==> config.mk <==
export PLATFORM = sky130hd
export DESIGN_NAME = fir_run_sequencer
export DESIGN_NICKNAME = d
export VERILOG_FILES = /design/src/rtl/fir_seq_pkg.sv /design/src/rtl/fir_seq_watchdog.sv /design/src/rtl/fir_run_sequencer.sv
export SDC_FILE = /design/constraint.sdc
export NUM_CORES = 1
export LEC_CHECK = 0
export BUFFER_PORTS_ARGS = -buffer_cell sky130_fd_sc_hd__buf_4
export CAP_MARGIN = 20
export CORE_AREA = 2 2 95 97
export DETAILED_ROUTE_END_ITERATION = 10
export DIE_AREA = 0 0 97 99
export GPL_TIMING_DRIVEN = 0
export PLACE_DENSITY = 0.63
export SETUP_SLACK_MARGIN = 0.05
export SYNTH_ARGS = -nofsm -noshare
export SYNTH_HDL_FRONTEND = slang
export SYNTH_SLANG_ARGS = --single-unit
==> constraint.sdc <==
create_clock -name clock -period 3.6 [get_ports clock]
set_clock_uncertainty 0.15 [all_clocks]
set_input_delay 0.72 -clock clock [delete_from_list [all_inputs] [get_ports clock]]
set_output_delay 0.72 -clock clock [all_outputs]
set_load 0.03 [all_outputs]
==> src/rtl/fir_seq_pkg.sv <==
// Shared types and constants for the FIR_HLS run sequencer.
package fir_seq_pkg;

  typedef enum logic [2:0] {
    ST_IDLE      = 3'd0,
    ST_WAIT_IDLE = 3'd1,
    ST_START     = 3'd2,
    ST_RUN       = 3'd3,
    ST_ERROR     = 3'd4
  } seq_state_t;

  localparam logic [1:0] ERR_NONE     = 2'd0;
  localparam logic [1:0] ERR_TIMEOUT  = 2'd1;
  localparam logic [1:0] ERR_DEADLOCK = 2'd2;
  localparam logic [1:0] ERR_PROTOCOL = 2'd3;

  // START and RUN are the states in which a kernel invocation is in flight.
  function automatic logic is_supervised(seq_state_t s);
    return (s == ST_START) || (s == ST_RUN);
  endfunction

endpackage

==> src/rtl/fir_seq_watchdog.sv <==
// Per-run cycle timeout counter and dl_block persistence counter.
// Both hit outputs are combinational on the current cycle so the
// sequencer can leave for ERROR at the edge ending the offending cycle.
module fir_seq_watchdog #(
  parameter int TIMEOUT_CYCLES = 4096,
  parameter int BLOCK_PERSIST  = 16
) (
  input  logic clock,
  input  logic reset,
  input  logic clear,
  input  logic enable,
  input  logic dl_block,
  output logic timeout_hit,
  output logic deadlock_hit
);

  localparam int TW = (TIMEOUT_CYCLES > 1) ? $clog2(TIMEOUT_CYCLES) : 1;
  localparam int BW = $clog2(BLOCK_PERSIST + 1);
  localparam logic [TW-1:0] TIMER_LAST   = TW'(TIMEOUT_CYCLES - 1);
  localparam logic [BW-1:0] PERSIST_LAST = BW'(BLOCK_PERSIST - 1);

  logic [TW-1:0] timer_q, timer_d;
  logic [BW-1:0] persist_q, persist_d;

  // timer_q is the age of the current run (0 in the first START cycle);
  // persist_q counts earlier consecutive blocked supervised cycles.
  always_comb begin
    timer_d   = timer_q;
    persist_d = '0;
    if (clear) begin
      timer_d = '0;
    end else if (enable && (timer_q != TIMER_LAST)) begin
      timer_d = timer_q + 1'b1;
    end
    if (enable && dl_block) begin
      persist_d = (persist_q == PERSIST_LAST) ? persist_q : persist_q + 1'b1;
    end
  end

  assign timeout_hit  = enable && (timer_q == TIMER_LAST);
  assign deadlock_hit = enable && dl_block && (persist_q == PERSIST_LAST);

  // Counter registers.
  always_ff @(posedge clock) begin
    if (reset) begin
      timer_q   <= '0;
      persist_q <= '0;
    end else begin
      timer_q   <= timer_d;
      persist_q <= persist_d;
    end
  end

endmodule

==> src/rtl/fir_run_sequencer.sv <==
// Issues a batch of FIR_HLS runs over ap_ctrl_hs, counts completions and
// drops into ERROR on timeout, persistent deadlock or a stray ap_done.
module fir_run_sequencer
  import fir_seq_pkg::*;
#(
  parameter int RUNS_W         = 16,
  parameter int TIMEOUT_CYCLES = 4096,
  parameter int BLOCK_PERSIST  = 16
) (
  input  logic              clock,
  input  logic              reset,
  input  logic              cmd_start,
  input  logic [RUNS_W-1:0] cmd_num_runs,
  input  logic              cmd_abort,
  output logic              ap_start,
  input  logic              ap_ready,
  input  logic              ap_done,
  input  logic              ap_idle,
  input  logic              dl_block,
  output logic              busy,
  output logic              batch_done,
  output logic [RUNS_W-1:0] runs_completed,
  output logic              err,
  output logic [1:0]        err_code
);

  seq_state_t        state_q, state_d;
  logic [RUNS_W-1:0] num_runs_q, num_runs_d;
  logic [RUNS_W-1:0] runs_q, runs_d;
  logic              ap_start_q, ap_start_d;
  logic              busy_q, busy_d;
  logic              batch_done_q, batch_done_d;
  logic              err_q, err_d;
  logic [1:0]        err_code_q, err_code_d;
  logic              started_q, started_d;   // a batch has been accepted since reset
  logic              abort_q, abort_d;       // abort seen while a run was in flight
  logic              pend_q, pend_d;         // ap_done arrived together with ap_ready

  logic              wd_clear, wd_enable, timeout_hit, deadlock_hit;
  logic [RUNS_W:0]   runs_inc;
  logic              done_eff;
  logic [1:0]        fault;

  assign wd_enable = is_supervised(state_q);
  assign wd_clear  = (state_d == ST_START) && (state_q != ST_START);

  fir_seq_watchdog #(
    .TIMEOUT_CYCLES(TIMEOUT_CYCLES),
    .BLOCK_PERSIST (BLOCK_PERSIST)
  ) u_watchdog (
    .clock       (clock),
    .reset       (reset),
    .clear       (wd_clear),
    .enable      (wd_enable),
    .dl_block    (dl_block),
    .timeout_hit (timeout_hit),
    .deadlock_hit(deadlock_hit)
  );

  // Next-state and registered-output logic; faults are collected in one
  // place so every error path sets state, err and err_code identically.
  always_comb begin
    state_d      = state_q;
    num_runs_d   = num_runs_q;
    runs_d       = runs_q;
    err_d        = err_q;
    err_code_d   = err_code_q;
    batch_done_d = 1'b0;
    started_d    = started_q;
    pend_d       = 1'b0;
    fault        = ERR_NONE;
    runs_inc     = {1'b0, runs_q} + 1'b1;
    done_eff     = ap_done || pend_q;

    case (state_q)
      ST_IDLE, ST_ERROR: begin
        if ((state_q == ST_IDLE) && ap_done && started_q) begin
          fault = ERR_PROTOCOL;
        end else if (cmd_start) begin
          started_d  = 1'b1;
          num_runs_d = cmd_num_runs;
          runs_d     = '0;
          err_d      = 1'b0;
          err_code_d = ERR_NONE;
          if (cmd_num_runs == '0) begin
            batch_done_d = 1'b1;
            state_d      = ST_IDLE;
          end else begin
            state_d = ST_WAIT_IDLE;
          end
        end
      end
      ST_WAIT_IDLE: begin
        if (ap_done) begin
          fault = ERR_PROTOCOL;
        end else if (cmd_abort) begin
          state_d = ST_IDLE;
        end else if (ap_idle) begin
          state_d = ST_START;
        end
      end
      ST_START: begin
        if (deadlock_hit) begin
          fault = ERR_DEADLOCK;
        end else if (ap_done && !ap_ready) begin
          fault = ERR_PROTOCOL;
        end else if (timeout_hit) begin
          fault = ERR_TIMEOUT;
        end else if (ap_ready) begin
          state_d = ST_RUN;
          pend_d  = ap_done;
        end
      end
      ST_RUN: begin
        if (deadlock_hit) begin
          fault = ERR_DEADLOCK;
        end else if (done_eff) begin
          runs_d = (&runs_q) ? runs_q : runs_inc[RUNS_W-1:0];
          if (abort_q || cmd_abort) begin
            state_d = ST_IDLE;
          end else if (runs_inc == {1'b0, num_runs_q}) begin
            batch_done_d = 1'b1;
            state_d      = ST_IDLE;
          end else begin
            state_d = ST_START;
          end
        end else if (timeout_hit) begin
          fault = ERR_TIMEOUT;
        end
      end
      default: state_d = ST_IDLE;
    endcase

    if (fault != ERR_NONE) begin
      state_d    = ST_ERROR;
      err_d      = 1'b1;
      err_code_d = fault;
    end

    abort_d    = is_supervised(state_d) && (abort_q || (cmd_abort && wd_enable));
    ap_start_d = (state_d == ST_START);
    busy_d     = (state_d == ST_WAIT_IDLE) || is_supervised(state_d);
  end

  // State and output registers.
  always_ff @(posedge clock) begin
    if (reset) begin
      state_q      <= ST_IDLE;
      num_runs_q   <= '0;
      runs_q       <= '0;
      ap_start_q   <= 1'b0;
      busy_q       <= 1'b0;
      batch_done_q <= 1'b0;
      err_q        <= 1'b0;
      err_code_q   <= ERR_NONE;
      started_q    <= 1'b0;
      abort_q      <= 1'b0;
      pend_q       <= 1'b0;
    end else begin
      state_q      <= state_d;
      num_runs_q   <= num_runs_d;
      runs_q       <= runs_d;
      ap_start_q   <= ap_start_d;
      busy_q       <= busy_d;
      batch_done_q <= batch_done_d;
      err_q        <= err_d;
      err_code_q   <= err_code_d;
      started_q    <= started_d;
      abort_q      <= abort_d;
      pend_q       <= pend_d;
    end
  end

  assign ap_start       = ap_start_q;
  assign busy           = busy_q;
  assign batch_done     = batch_done_q;
  assign runs_completed = runs_q;
  assign err            = err_q;
  assign err_code       = err_code_q;

endmodule
==> results of run 1 <==
## power breakdown
group | total (mW) | internal [mW] | switching, mW
logic | 0.212 | 0.0922 | 0.120
registers | 0.713 | 0.698 | 0.0153
clock network | 0.593 | 0.336 | 0.256
total | 1.52 | 1.13 | 0.392
## metrics by stage
step | setup slack, ns | std cells | utilization (%) | hold slack, ns
CTS | 0.488 | 558 | 47.3 | 0.341
global route | 0.222 | 558 | 47.3 | 0.371
finish | 0.507 | 558 | 47.3 | 0.326
global placement | 0.570 | 542 | 45.0 | 0.321
floorplan | 0.746 | 390 | - | 0.309
detailed placement | 0.506 | 542 | 45.0 | 0.321
## cell type report
cell class	instances	area, sq um
Buffer	19	105
Tap cell	108	135
Timing Repair Buffer	44	330
Sequential cell	61	1220
Inverter	6	22.5
Clock inverter	4	47.5
Clock buffer	12	145
Fill cell	860	4510
Multi-Input combinational cell	304	2030
## per-layer routing
metal	global-route usage, %	up-vias	routed length [um]
li1	-	1504	-
met5	0	-	0
met2	29.1	75	3890
met3	3.97	18	390
met1	21.8	1401	3590
met4	7.91	0	176
## worst max-delay path by stage
stage | startpoint | end | cells past startpoint
6_report | runs_completed[0] | u_watchdog.timer_q[10] | 9
5_1_grt | u_watchdog.persist_q[0] | u_watchdog.timer_q[10] | 12
3_3_place_gp | runs_completed[0] | u_watchdog.timer_q[1] | 9
4_1_cts | u_watchdog.persist_q[0] | u_watchdog.timer_q[10] | 12
3_5_place_dp | u_watchdog.persist_q[0] | u_watchdog.timer_q[1] | 12
2_1_floorplan | runs_completed[0] | u_watchdog.timer_q[1] | 9
## placed cells by master, fill, tap and decap left out, types with 3 or more instances in the layout
cell / Yosys / layout
nand2_1: 17 / 17
and3_1: 6 / 6
clkbuf_8: 0 / 10
buf_4: 3 / 47
nor4_1: 6 / 6
mux2i_1: 19 / 19
dfxtp_1: 61 / 61
xor2_1: 20 / 20
nor2_2: 10 / 10
xnor2_1: 17 / 17
and2_1: 3 / 3
nand2b_1: 3 / 3
nand4_1: 10 / 10
inv_1: 6 / 6
and4_1: 3 / 3
nor2_1: 54 / 54
nor2b_1: 10 / 10
or3_1: 6 / 6
clkbuf_1: 7 / 9
buf_2: 6 / 6
a21oi_1: 27 / 27
nor4_2: 3 / 3
o21ai_0: 17 / 17
nand3b_1: 8 / 8
nand3_1: 14 / 14
nor3_1: 6 / 6
ha_1: 4 / 4
## kinds of logic (layout without fill, tap and decap cells)
kind of cell             after synthesis  count (layout)  share of synthesized area (%)
multiplexers                          19              19                           5.62
AND/OR/NAND/NOR                      176             176                           29.3
AO/OA/AOI/OAI                         68              68                           14.2
adder cells (fa/ha/maj)                4               4                           1.48
XOR/XNOR                              37              37                           9.58
flip-flops                            61              61                           36.1
buffers and inverters                 25              85                           3.77
## critical path: cells and delay by family, from the launching register on
| kind | cells | cell delay [ns] |
|---|---|---|
| adders and majority gates | 1 | 0.36 |
| and+or+nand+nor | 4 | 1.01 |
| xor gates and xnor gates | 1 | 0.17 |
| AOI/OAI and AO/OA | 2 | 0.67 |
| DFF | 1 | 0.49 |
| buffers and inverters | 1 | 0.18 |
## sequential cells by signal, indices dropped and copies added, names as in the netlist
| register | flops |
|---|---|
| state_q | 3 |
| runs_completed | 16 |
| u_watchdog.persist_q | 5 |
| started_q | 1 |
| err | 1 |
| num_runs_q | 16 |
| batch_done | 1 |
| ap_start | 1 |
| busy | 1 |
| pend_q | 1 |
| u_watchdog.timer_q | 12 |
| err_code | 2 |
| abort_q | 1 |
==> flow_metrics.py, run 1 <==
metrics = {
    "drt": {
        "via_count": 2998,
        "wl_um": 8050,
        "dr.first_iter.drc_count": 148,
        "wire_per_inst_um": 14.4,
        "drc_errors": 0,
        "via_per_inst": 5.37,
        "detail_route.first_pass.iterations": 4,
        "ant_nets": 0,
    },
    "critical_path": {
        "critPathRequiredTime_ns": 3.73,
        "setup.worst_path.class": "flip-flop to flip-flop",
        "path_max_fanout": 10,
        "worstRegToRegCells": 9,
        "startpoint_type": "flip-flop",
        "cp_slowest_cell": "o41ai_4",
        "path_cells": "ha_1 > nand4_2 > nor4_2 > xnor2_1 > nand3_1 > o41ai_4 > a2bb2oi_2 > buf_6 > nor2_2",
        "r2r_end": "u_watchdog.timer_q[10]",
        "cp-end-kind": "flip-flop",
        "cp.arrival_ns": 3.22,
        "rrSetupSlack_ns": 0.51,
        "worstReg2RegStart": "runs_completed[0]",
        "slowest_delay_ns": 0.52,
    },
    "timing": {
        "fin_setup_tns_ns": 0,
        "period_minus_slack_ns": 3.09,
        "worst_pin_slew_ns": 0.698,
        "setup_viol": 0,
        "post-route-period-util_pct": 85.9,
        "fmax_mhz": 323,
        "grt_setup_unrepaired": "no",
        "maxSlewHeadroom_pct": 53.5,
        "drv_slew": 0,
        "hold_viol": 0,
    },
    "logic_synthesis": {
        "yosys-top-cells-count": "61 x dfxtp_1, 54 x nor2_1, 27 x a21oi_1, 20 x xor2_1, 19 x mux2i_1",
        "yosysWarnings": 0,
        "synth_seq_cells": 61,
        "netlist.top_cell.by_area": "dfxtp_1",
        "synth_area_sq_um": 3380,
        "synth_cell_type_count": 61,
        "synth_flop_cell": "dfxtp_1",
        "syn_inst": 390,
        "syn_nets": 418,
        "avgSynthCellArea_sq_um": 8.67,
        "synth.top_cells.by_area": "dfxtp_1 36%, nor2_1 6.0%, mux2i_1 5.6%",
        "synth_edf_count": 0,
        "yosysMostFrequentCell": "dfxtp_1",
        "async_reset_ff_share_pct": 0,
        "synth_top_area_share_pct": 36.1,
        "ys_seq_area_share_pct": 36.1,
    },
    "outcome": {
        "status": "complete, no violations",
    },
    "clocking": {
        "postCtsSetupBuffers": 0,
        "cts_buffer_depth": 2,
        "ctsHoldBuffers": 0,
        "cts_resized": 0,
        "clk_pin_slew_worst_paths_ns": 0.06,
        "clock_latency_ns": 0.34,
        "cts_root_buffer": "clkbuf_8",
        "cts-buffers-inserted": 9,
        "htree_levels": 3,
        "cts_tree": "built",
        "cts.sinks": 61,
    },
    "floorplanning": {
        "fp.dieW_um": 97,
        "core_sq_um": 8550,
        "start_util_pct": 39.6,
        "num_rows": 34,
        "io_pins": 46,
        "dieArea_sq_um": 9600,
        "dieHeight_um": 99,
    },
    "global_route": {
        "first_global_vias": 2940,
        "antenna_found_initial": 0,
        "grt.total_usage_pct": 17.5,
        "grt_start_max_net_pins": 11,
        "grt_pass1_wl_um": 13700,
        "gr-total-overflow": 0,
    },
    "placement": {
        "dpl_cell_area_sq_um": 3850,
        "portBuffers": 44,
        "gp_congestion": 0.877,
        "place_hpwl_um": 6150,
    },
    "cells_and_area": {
        "area.growth.synth_to_final_pct": 19.5,
        "antennaDiodeCount": 0,
        "final_layout_size_suffix_gt1_share_pct": 21.6,
        "nets": 473,
        "finalInstanceArea_sq_um": 4040,
    },
    "min_path": {
        "min_to": "err",
        "hold_depth": 2,
        "hold_class": "flip-flop to flip-flop",
        "hp-start": "err",
    },
    "pwr": {
        "p_total_mw": 1.52,
        "powerDensity_nw_per_um2": 376,
        "ir_drop_uv": 253,
        "p_leak_nw": 1.61,
    },
    "job": {
        "drv_cap": 0,
    },
}
(Power assumes the default switching activity.)
==> run 2: changes to the inputs <==
GPL_TIMING_DRIVEN = default   (was 0)
==> run 2 against run 1 <==
Compared with the run above:
- final cell count shrank 2.5%
- via count shrank 1.6%
- cell area shrank 0.65%
- register-to-register slack gained 0.18 ns
- sequential share of layout area grew 0.20 points
- largest cell class unchanged
- largest power group unchanged
==> flow_metrics.py, run 2 (synthesis results as in run 1) <==
metrics = {
    "drt": {
        "detail_route.first_pass.iterations": 4,
        "wire_per_inst_um": 15.2,
        "via_count": 2949,
        "dr.first_iter.drc_count": 127,
        "wl_um": 8270,
        "via_per_inst": 5.42,
        "drc_errors": 0,
        "ant_nets": 0,
    },
    "timing": {
        "grt_setup_unrepaired": "no",
        "worst_pin_slew_ns": 0.656,
        "maxSlewHeadroom_pct": 56.1,
        "drv_slew": 0,
        "fin_setup_tns_ns": 0,
        "period_minus_slack_ns": 2.91,
        "fmax_mhz": 343,
        "hold_viol": 0,
        "post-route-period-util_pct": 80.9,
        "setup_slack_ns": 0.689,
        "setup_viol": 0,
    },
    "pwr": {
        "p_leak_nw": 1.59,
        "ir_drop_uv": 298,
        "p_total_mw": 1.63,
        "powerDensity_nw_per_um2": 406,
    },
    "clocking": {
        "cts-buffers-inserted": 9,
        "htree_levels": 3,
        "cts.sinks": 61,
        "cts_root_buffer": "clkbuf_8",
        "clk_pin_slew_worst_paths_ns": 0.07,
        "clock_latency_ns": 0.35,
        "cts_tree": "built",
        "postCtsSetupBuffers": 0,
        "ctsHoldBuffers": 0,
        "cts_buffer_depth": 2,
        "cts_resized": 0,
    },
    "min_path": {
        "hold_class": "flip-flop to flip-flop",
    },
    "outcome": {
        "status": "complete, no violations",
    },
    "floorplanning": {
        "dieHeight_um": 99,
        "core_sq_um": 8550,
        "io_pins": 46,
        "dieArea_sq_um": 9600,
        "start_util_pct": 39.6,
        "fp.dieW_um": 97,
        "num_rows": 34,
    },
    "cells_and_area": {
        "final_layout_size_suffix_gt1_share_pct": 21.3,
        "fill_cells": 827,
        "final_cell_mix": "61 x dfxtp_1, 54 x nor2_1, 49 x buf_4, 27 x a21oi_1, 20 x xor2_1",
        "nets": 459,
        "final_common_cell": "dfxtp_1",
        "area.growth.synth_to_final_pct": 18.7,
        "antennaDiodeCount": 0,
    },
    "global_route": {
        "gr-total-overflow": 0,
        "antenna_found_initial": 0,
        "grt_start_max_net_pins": 46,
        "grt_pass1_wl_um": 13600,
        "first_global_vias": 2814,
        "grt.total_usage_pct": 17.5,
    },
    "placement": {
        "gp_congestion": 0.877,
        "portBuffers": 45,
        "place_hpwl_um": 6040,
        "pre_cts_slack_ns": 0.668,
    },
    "critical_path": {
        "cp.arrival_ns": 3.05,
        "cp-end-kind": "flip-flop",
        "setup.worst_path.class": "flip-flop to flip-flop",
        "path_max_fanout": 12,
        "startpoint_type": "flip-flop",
        "critPathRequiredTime_ns": 3.73,
    },
    "job": {
        "drv_cap": 0,
    },
}
[run 2: final timing paths]
path / from / endpoint / slack, ns / depth (start not counted)
setup / recovery: runs_completed[0] / u_watchdog.timer_q[11] / 0.69 / 9
hold / removal: err / err / 0.31 / 2
setup reg to reg: runs_completed[0] / u_watchdog.timer_q[11] / 0.69 / 9
hold reg to reg: err / err / 0.31 / 2
[run 2: report_power, final]
part / leakage [nW] / total [mW] / internal [mW] / switching, mW
logic: 0.973 / 0.207 / 0.0900 / 0.117
clock network: 0.120 / 0.707 / 0.429 / 0.278
registers: 0.495 / 0.718 / 0.698 / 0.0204
[run 2: area by class of cell]
cell class              count  area [sq um]  area share [%]
clock buffers              11           151            3.77
clock inverters             5          82.6            2.06
inverters                   6          22.5           0.561
multi-input cells         304          2030            50.7
flip-flops and latches     61          1220            30.4
well taps                 108           135            3.37
repair buffers             49           368            9.16
[run 2: worst max-delay path, stage by stage, from the launching register on]
cell       delay [ns]
dfxtp_1          0.48
ha_1             0.34
nand4_2          0.23
nor4_2           0.46
xnor2_1          0.17
nand3_1          0.14
o41ai_4          0.47
a2bb2oi_2        0.09
buf_4            0.21
nor2_2           0.11
[run 2: metrics by stage]
| stage | hold slack (ns) | std cells | util, % | instance area (sq um) |
|---|---|---|---|---|
| global placement | 0.303 | 528 | 44.2 | 3780 |
| CTS | 0.309 | 544 | 47.0 | 4020 |
| floorplan | 0.309 | 390 | - | 3380 |
| global route | 0.345 | 544 | 47.0 | 4020 |
| finish | 0.308 | 544 | 47.0 | 4020 |
| detailed placement | 0.299 | 528 | 44.2 | 3780 |
[run 2: per-layer routing]
metal,global-route usage [%],vias to the layer above,part of all wire [%]
met5,0,-,0
met4,5.53,0,1.4
met3,5.96,11,6.0
met2,28.8,82,48
met1,21.8,1391,44
li1,-,1465,-
==> run 3: changes to the inputs <==
ABC_AREA = 1   (was default)
CORE_AREA = 2 2 96 98   (was 2 2 95 97)
DIE_AREA = 0 0 98 100   (was 0 0 97 99)
clock period = 2.92 ns   (was 3.6 ns; I/O delays follow)
==> run 3 against run 2 <==
Compared with the run above:
- clock power fell by 1%
- synthesized cell count increased by 26%
- register-to-register slack worse by 0.31 ns
- non-clock buffer count rose by 1
- largest cell class unchanged
- final cell count up 21%
==> flow_metrics.py, run 3 <==
metrics = {
    "critical_path": {
        "path_delay_family": "simple AND/OR/NAND/NOR gates",
        "rrSetupSlack_ns": 0.38,
        "critPathRequiredTime_ns": 3.05,
        "cp-end-kind": "flip-flop",
        "cp.arrival_ns": 2.67,
        "setup.worst_path.class": "flip-flop to flip-flop",
        "slowest_delay_ns": 0.33,
        "startpoint_type": "flip-flop",
        "path_cells": "ha_1 > and3_1 > ha_1 > nand3_1 > nor2_1 > inv_1 > nand3_1 > nor2_2 > nand2_1 > nand4_2 > nand2_2 > nor2_2",
        "path_max_fanout": 12,
        "crit_buf_inv": 1,
        "cp_slowest_cell": "dfxtp_1",
    },
    "floorplanning": {
        "num_rows": 35,
        "dieArea_sq_um": 9800,
        "dieHeight_um": 100,
        "fp.dieW_um": 98,
        "io_pins": 46,
        "start_util_pct": 38.2,
        "core_sq_um": 8890,
    },
    "drt": {
        "ant_nets": 0,
        "detail_route.first_pass.iterations": 5,
        "wire_per_inst_um": 13.2,
        "drc_errors": 0,
        "via_count": 3315,
        "wl_um": 8690,
        "via_per_inst": 5.05,
        "dr.first_iter.drc_count": 149,
    },
    "cells_and_area": {
        "final_layout_size_suffix_gt1_share_pct": 17.8,
        "antennaDiodeCount": 0,
        "final_cell_mix": "100 x nand2_1, 62 x inv_1, 61 x dfxtp_1, 50 x buf_4, 47 x nand3_1",
        "nets": 568,
        "fill_cells": 899,
        "final_common_cell": "nand2_1",
        "finalInstanceArea_sq_um": 4030,
        "area.growth.synth_to_final_pct": 18.8,
    },
    "logic_synthesis": {
        "synth_cell_type_count": 36,
        "synth_area_sq_um": 3390,
        "yosysMostFrequentCell": "nand2_1",
        "synth_flop_cell": "dfxtp_1",
        "synth_edf_count": 0,
        "async_reset_ff_share_pct": 0,
        "ys_seq_area_share_pct": 36.0,
        "avgSynthCellArea_sq_um": 6.91,
        "syn_nets": 519,
        "synth.top_cells.by_area": "dfxtp_1 36%, nand2_1 11%, nand3_1 6.9%",
        "yosysWarnings": 0,
        "synth_top_area_share_pct": 36.0,
        "yosys-top-cells-count": "100 x nand2_1, 62 x inv_1, 61 x dfxtp_1, 47 x nand3_1, 47 x nor2_1",
        "netlist.top_cell.by_area": "dfxtp_1",
        "syn_inst": 491,
        "synth_seq_cells": 61,
    },
    "timing": {
        "setup_viol": 0,
        "post-route-period-util_pct": 87.0,
        "maxSlewHeadroom_pct": 58.2,
        "worst_pin_slew_ns": 0.626,
        "setup_slack_ns": 0.381,
        "grt_setup_unrepaired": "no",
        "fmax_mhz": 394,
        "hold_viol": 0,
        "period_minus_slack_ns": 2.54,
        "drv_slew": 0,
        "fin_setup_tns_ns": 0,
    },
    "global_route": {
        "antenna_found_initial": 0,
        "grt_start_max_net_pins": 34,
        "first_global_vias": 3023,
        "grt.total_usage_pct": 18.4,
        "grt_pass1_wl_um": 14400,
        "gr-total-overflow": 0,
    },
    "clocking": {
        "cts_tree": "built",
        "cts-buffers-inserted": 9,
        "clock_latency_ns": 0.35,
        "clk_pin_slew_worst_paths_ns": 0.07,
        "cts.sinks": 61,
        "cts_buffer_depth": 2,
        "cts_root_buffer": "clkbuf_8",
        "ctsHoldBuffers": 0,
        "htree_levels": 3,
    },
    "placement": {
        "dpl_cell_area_sq_um": 3850,
        "gp_congestion": 0.870,
        "pre_cts_slack_ns": 0.370,
        "portBuffers": 45,
        "place_hpwl_um": 6400,
    },
    "outcome": {
        "status": "complete, no violations",
    },
    "pwr": {
        "p_total_mw": 2.29,
        "ir_drop_uv": 295,
        "p_leak_nw": 1.75,
        "powerDensity_nw_per_um2": 567,
    },
    "min_path": {
        "hold_class": "flip-flop to flip-flop",
    },
    "job": {
        "drv_cap": 0,
    },
}
==> run 3: cell types whose count changed in the layout (fill, tap and decap cells not counted), sizes merged, moves of 12 or more <==
| cell | before | now |
|---|---|---|
| a211oi | 2 | 14 |
| inv | 6 | 67 |
| mux2i | 19 | 1 |
| nand2 | 17 | 106 |
| nand3 | 15 | 47 |
| xnor2 | 17 | 4 |
==> run 3: worst paths after layout <==
check,from,endpoint,depth (start not counted)
hold / removal,num_runs_q[10],num_runs_q[10],2
setup reg to reg,u_watchdog.persist_q[0],u_watchdog.timer_q[9],12
setup / recovery,u_watchdog.persist_q[0],u_watchdog.timer_q[9],12
hold reg to reg,num_runs_q[10],num_runs_q[10],2
==> run 3: area by class of cell <==
class,count,area (sq um),area share [%]
clock buffer,12,155,3.85
clock inverter,4,22.5,0.559
inverter,67,251,6.24
multi-input combinational,351,1870,46.3
sequential,61,1220,30.3
tap,111,139,3.45
timing repair buffer,50,375,9.31
==> run 3: metrics by stage <==
stage / cells / utilization, % / hold WS (ns)
2_1_floorplan: 491 / - / 0.281
3_3_place_gp: 640 / 43.3 / 0.298
3_5_place_dp: 640 / 43.3 / 0.301
4_1_cts: 656 / 45.3 / 0.313
5_1_grt: 656 / 45.3 / 0.349
6_report: 656 / 45.3 / 0.313
==> run 3: what timing repair did <==
| action | 4_1_cts | 5_1_grt |
|---|---|---|
| gates resized for setup | 0 | 1 |
| setup endpoints to repair | 0 | 8 |
| buffers inserted | 0 | 0 |
==> run 3: cells by family (layout without fill, tap and decap cells) <==
logic type | Yosys count | after routing | synth area share (%)
simple gates | 250 | 250 | 35.0
compound gates | 79 | 79 | 13.4
buf+inv | 79 | 133 | 9.07
flops | 61 | 61 | 36.0
xor+xnor | 17 | 17 | 4.80
fa+ha+maj | 4 | 4 | 1.48
mux | 1 | 1 | 0.295
==> run 3: worst register-to-register path, cell delays in order, from the launching register on <==
cell and delay [ns]:
dfxtp_1 0.33, ha_1 0.21, and3_1 0.18, ha_1 0.24, nand3_1 0.20, nor2_1 0.10
inv_1 0.09, nand3_1 0.13, nor2_2 0.21, nand2_1 0.14, nand4_2 0.12, nand2_2 0.21
nor2_2 0.17
==> run 3: per-layer routing <==
layer / GRT usage [%] / up-vias / part of all wire [%]
met1: 25.6 / 1470 / 47
met2: 27.5 / 112 / 44
met3: 4.18 / 13 / 6.6
met5: 0 / - / 0
li1: - / 1720 / -
met4: 7.69 / 0 / 2.2
==> run 3: where the power goes <==
part / switching, mW / total, mW / leakage, nW / internal, mW
clock: 0.347 / 0.697 / 0.0921 / 0.350
combinational: 0.384 / 0.605 / 1.16 / 0.220
sequential: 0.0753 / 0.984 / 0.499 / 0.909
total: 0.807 / 2.29 / 1.75 / 1.48
